<file path="src/rtl/wb_reg_slave.sv">
// Wishbone classic register-file responder.
// Fixed-latency single-access slave with err/rty terminations.
module wb_reg_slave #(
  parameter int DATA_WIDTH   = 32,
  parameter int ADDR_WIDTH   = 8,
  parameter int SELECT_WIDTH = DATA_WIDTH / 8,
  parameter int NUM_REGS     = 16,
  parameter int WAIT_STATES  = 1
) (
  input  logic                    clk,
  input  logic                    rst_n,
  input  logic [ADDR_WIDTH-1:0]   adr_i,
  input  logic [DATA_WIDTH-1:0]   dat_i,
  output logic [DATA_WIDTH-1:0]   dat_o,
  input  logic                    we_i,
  input  logic [SELECT_WIDTH-1:0] sel_i,
  input  logic                    stb_i,
  output logic                    ack_o,
  output logic                    err_o,
  output logic                    rty_o,
  input  logic                    cyc_i,
  input  logic                    lock_i
);

  localparam int LSB = $clog2(SELECT_WIDTH);
  localparam int IW  = ADDR_WIDTH - LSB;
  localparam int RIW = (NUM_REGS > 1) ? $clog2(NUM_REGS) : 1;

  typedef enum logic [1:0] {
    S_IDLE,
    S_WAIT,
    S_RESP
  } state_t;

  state_t                  r_state;
  logic [7:0]              r_cnt;
  logic [IW-1:0]           r_idx;
  logic [DATA_WIDTH-1:0]   r_dat;
  logic                    r_we;
  logic [SELECT_WIDTH-1:0] r_sel;
  logic [DATA_WIDTH-1:0]   r_regs [NUM_REGS];
  logic [DATA_WIDTH-1:0]   r_dat_o;
  logic                    r_ack;
  logic                    r_err;
  logic                    r_rty;

  logic                    w_idle;
  logic                    w_req;
  logic                    w_to_resp;
  logic [IW-1:0]           w_idx;
  logic [RIW-1:0]          w_ridx;
  logic [DATA_WIDTH-1:0]   w_wdat;
  logic                    w_we;
  logic [SELECT_WIDTH-1:0] w_sel;
  logic                    w_err;
  logic                    w_rty;
  logic                    w_ack;

  generate
    if (LSB > 0) begin : g_lsb
      logic w_unused;
      assign w_unused = ^adr_i[LSB-1:0];
    end
  endgenerate

  assign w_idle = (r_state == S_IDLE);
  assign w_req  = w_idle & cyc_i & stb_i;

  // Zero-wait accesses resolve straight from the bus inputs.
  assign w_to_resp = (w_req & (WAIT_STATES == 0))
                   | ((r_state == S_WAIT) & cyc_i & (r_cnt == 8'd1));

  assign w_idx  = w_idle ? adr_i[ADDR_WIDTH-1:LSB] : r_idx;
  assign w_wdat = w_idle ? dat_i : r_dat;
  assign w_we   = w_idle ? we_i  : r_we;
  assign w_sel  = w_idle ? sel_i : r_sel;
  assign w_ridx = w_idx[RIW-1:0];

  assign w_err = 32'(w_idx) >= 32'(NUM_REGS);
  assign w_rty = ~w_err & w_we & lock_i;
  assign w_ack = ~w_err & ~w_rty;

  always_ff @(posedge clk or negedge rst_n) begin
    if (!rst_n) begin
      r_state <= S_IDLE;
      r_cnt   <= '0;
      r_idx   <= '0;
      r_dat   <= '0;
      r_we    <= 1'b0;
      r_sel   <= '0;
      r_dat_o <= '0;
      r_ack   <= 1'b0;
      r_err   <= 1'b0;
      r_rty   <= 1'b0;
      for (int i = 0; i < NUM_REGS; i++) begin
        r_regs[i] <= '0;
      end
    end else begin
      r_ack   <= 1'b0;
      r_err   <= 1'b0;
      r_rty   <= 1'b0;
      r_dat_o <= '0;
      unique case (r_state)
        S_IDLE: begin
          if (w_req) begin
            r_idx   <= adr_i[ADDR_WIDTH-1:LSB];
            r_dat   <= dat_i;
            r_we    <= we_i;
            r_sel   <= sel_i;
            r_cnt   <= 8'(WAIT_STATES);
            r_state <= (WAIT_STATES == 0) ? S_RESP : S_WAIT;
          end
        end
        S_WAIT: begin
          if (!cyc_i) begin
            r_cnt   <= '0;
            r_state <= S_IDLE;
          end else if (r_cnt == 8'd1) begin
            r_cnt   <= '0;
            r_state <= S_RESP;
          end else begin
            r_cnt <= r_cnt - 8'd1;
          end
        end
        S_RESP: begin
          r_state <= S_IDLE;
        end
        default: begin
          r_state <= S_IDLE;
        end
      endcase
      if (w_to_resp) begin
        r_ack <= w_ack;
        r_err <= w_err;
        r_rty <= w_rty;
        if (w_ack && w_we) begin
          for (int b = 0; b < SELECT_WIDTH; b++) begin
            if (w_sel[b]) begin
              r_regs[w_ridx][8*b +: 8] <= w_wdat[8*b +: 8];
            end
          end
        end
        if (w_ack && !w_we) begin
          r_dat_o <= r_regs[w_ridx];
        end
      end
    end
  end

  assign dat_o = r_dat_o;
  assign ack_o = r_ack;
  assign err_o = r_err;
  assign rty_o = r_rty;

endmodule

</file>
<file path="config.mk">
export PLATFORM = sky130hd
export DESIGN_NAME = wb_reg_slave
export DESIGN_NICKNAME = d
export VERILOG_FILES = /design/src/rtl/wb_reg_slave.sv
export SDC_FILE = /design/constraint.sdc
export NUM_CORES = 1
export LEC_CHECK = 0
export ABC_AREA = 1
export CAP_MARGIN = 20
export CORE_MARGIN = 2
export CORE_UTILIZATION = 65
export DETAILED_ROUTE_END_ITERATION = 16
export GPL_ROUTABILITY_DRIVEN = 0
export PLACE_DENSITY = 0.83
export SLEW_MARGIN = 10
export SYNTH_ARGS = -nofsm -noshare
export SYNTH_HDL_FRONTEND = slang
export SYNTH_SLANG_ARGS = --single-unit
</file>
<file path="constraint.sdc">
create_clock -name clk -period 3.77 [get_ports clk]
set_input_delay 0.377 -clock clk [delete_from_list [all_inputs] [get_ports clk]]
set_output_delay 0.377 -clock clk [all_outputs]
set_load 0.05 [all_outputs]
</file>
==> results_dict.tcl <==
set metrics [dict create \
    port_buffers 82 \
    rr_startpoint "r_state[1]" \
    start_kind "flop" \
    worst_pin_slew_ns 1.09 \
    yosys.area.top_type "dfrtp_1" \
    synth_top_area_share_pct 47.9 \
    grt_pass1_wl_um 146000 \
    drv_slew 0 \
    synth-edff-count 0 \
    synth_cell_type_count 28 \
    first_global_vias 28400 \
    min-delay-path-class "input pin to flop" \
    vias 29700 \
    r2r_slack_ns 0.56 \
    period_share_pct 85.2 \
    fin_nets 4404 \
    maxCapViolCount 0 \
    wl_met1_um 35200 \
    worstPathMaxFanout 26 \
    dp.final_hpwl_um 55100 \
    grt_max_degree 145 \
    grt_usage_pct 36.3 \
    critPathRequiredTime_ns 4.30 \
    final_area_um2 34900 \
    die_y_um 223 \
    yosysSeqAreaShare_pct 47.9 \
    layout_common_cells "nand2_1, dfrtp_1, nand4_1" \
    wl_per_cell_um 17.9 \
    outcome "finished clean" \
    final_common_cell "nand2_1" \
    rr_endpoint "r_regs[4]" \
    yosysWarnings 0 \
    diodes 0 \
    rows 80 \
    synth_seq_cells 600 \
    start_util_pct 65.7 \
    worstSkewPairLatency_ns 0.65 \
    layout-drive-gt1-share_pct 6.09 \
    io-pin-count 85 \
    root_buffer "clkbuf_16" \
    path_clk_slew_ns 0.06 \
    viasPerCell 5.92 \
    wl_um 89600 \
    placed_area_um2 32800 \
    async_flop_share_pct 100 \
    fin_worst_skew_ns 0.0248 \
    htree_levels 2 \
    worstHoldStart "adr_i[5]" \
    drtIter0Drc 3826 \
    antenna_found_initial 0 \
    ctsResizeCount 0 \
    drtAntennaViolNets 0 \
    route.met2.wl_um 42400 \
    period_needed_ns 3.21 \
    syn2layout_area_growth_pct 11.3 \
    holdPathEnd "r_idx[3]" \
    syn_nets 4445 \
    drc 0 \
    worstHoldPathCells 3 \
    ir_drop_v 0.000517 \
    cts_tree "done" \
    hold_viol 0 \
    wl_met3_um 7360 \
    yosys-top-cells-area "dfrtp_1, nand2_1, nand4_1" \
    r2r_cells 8 \
    power.density_nw_per_um2 636 \
    core_area_um2 47600 \
    dieArea_um2 49900 \
    fin_util_pct 73.2 \
    grt-ovfl-total 0 \
    clock_sink_count 600 \
    rsz0062_at_grt "false" \
    path_class "flop to flop" \
    totalPowerFinal_mw 22.2 \
    max_freq_ghz 0.311 \
    setup_viol 0 \
    cts_made_buffers 61 \
    leakage_nw 18.9 \
    clock_path_buffers 3 \
    crit_path_end_kind "flop" \
    syn_inst 4393 \
    synth_area_per_cell_um2 7.13 \
    slew_headroom_pct 27.3 \
    tns_ns 0 \
    syn_area_um2 31300 \
    synth_ff_type "dfrtp_1" \
    routed.top_layer "met4" \
    cp.arrival_ns 3.74 \
    drt_first_pass_iters 6 \
    die_w_um 223 \
]
-- power by group --
part | switching [mW] | internal, mW
clock | 2.58 | 3.60
combinational | 6.87 | 2.24
sequential | 0.161 | 6.73
total | 9.61 | 12.6
-- how the worst max path moves through the flow --
stage               start        end  slack [ns]  cells after the start
3_5_place_dp   r_state[1]  r_regs[4]        0.60                      8
3_3_place_gp   r_state[1]  r_regs[7]        0.70                      8
5_1_grt        r_state[1]  r_regs[4]        0.34                      8
6_report       r_state[1]  r_regs[4]        0.56                      8
2_1_floorplan  r_state[1]  dat_o[13]        1.80                     13
4_1_cts        r_state[1]  r_regs[4]        0.59                      8
-- per-stage QoR --
| step | setup WS [ns] | hold WS, ns | instances |
|---|---|---|---|
| CTS | 0.589 | 0.314 | 5014 |
| detailed placement | 0.603 | 0.453 | 4902 |
| floorplan | 1.80 | 0.0814 | 4393 |
| finish | 0.557 | 0.332 | 5015 |
| global placement | 0.700 | 0.447 | 4902 |
| global route | 0.336 | 0.353 | 5015 |
-- synthesized netlist by cell type, types with 6 or more instances --
master    number
a21oi_1        7
o21ai_0      104
nand4_1      513
nor2_4        15
buf_2        101
nor2_1       234
dfrtp_1      600
o21ai_1       34
nand3_1      110
buf_1         23
buf_4         24
nand2_1     2059
inv_1        370
inv_2          7
clkbuf_1     161
o21ai_2        6
-- flip-flops by register name, indices dropped and copies added, names as in the netlist --
name,flops
dat_o,32
ack_o,1
err_o,1
r_idx,6
r_regs,512
r_we,1
rty_o,1
r_state,2
r_sel,4
r_dat,32
r_cnt,8
-- logic make-up (layout without fill, tap and decap cells) --
logic type / count (synthesis) / in the layout / synth area share (%)
adders and majority gates: 2 / 2 / 0.0799
xor gates and xnor gates: 1 / 1 / 0.0280
AOI/OAI and AO/OA: 154 / 154 / 2.55
DFF: 600 / 600 / 47.9
buffers and inverters: 686 / 693 / 8.91
and+or+nand+nor: 2950 / 2950 / 40.5
-- worst max-delay path, stage by stage, from the launching register on --
cell	delay, ns
dfrtp_1	0.42
nor2_4	0.37
nand2_1	0.29
nand2_4	0.17
nand2_2	0.38
nor2_4	0.77
nand3_1	0.46
nand2_1	0.17
nand2_1	0.07
-- layout make-up --
cell class              instances  area (µm²)
flip-flops and latches        600       15000
multi-input cells            3107       13600
fillers                      3777       12800
repair buffers                205        2010
clock buffers                  96        1880
inverters                     377        1420
well taps                     615         769
clock inverters                15         159
-- per-layer routing --
metal,vias to the layer above,GRT usage (%)
met5,-,0
met4,0,19.8
met3,305,6.11
met2,1404,58.5
met1,14100,47.2
li1,13900,-
-- what timing repair did --
item,CTS,global route
buffers inserted,0,0
hold endpoints to repair,78,0
hold buffers,1,0
Power figures use the tool's default switching activity.
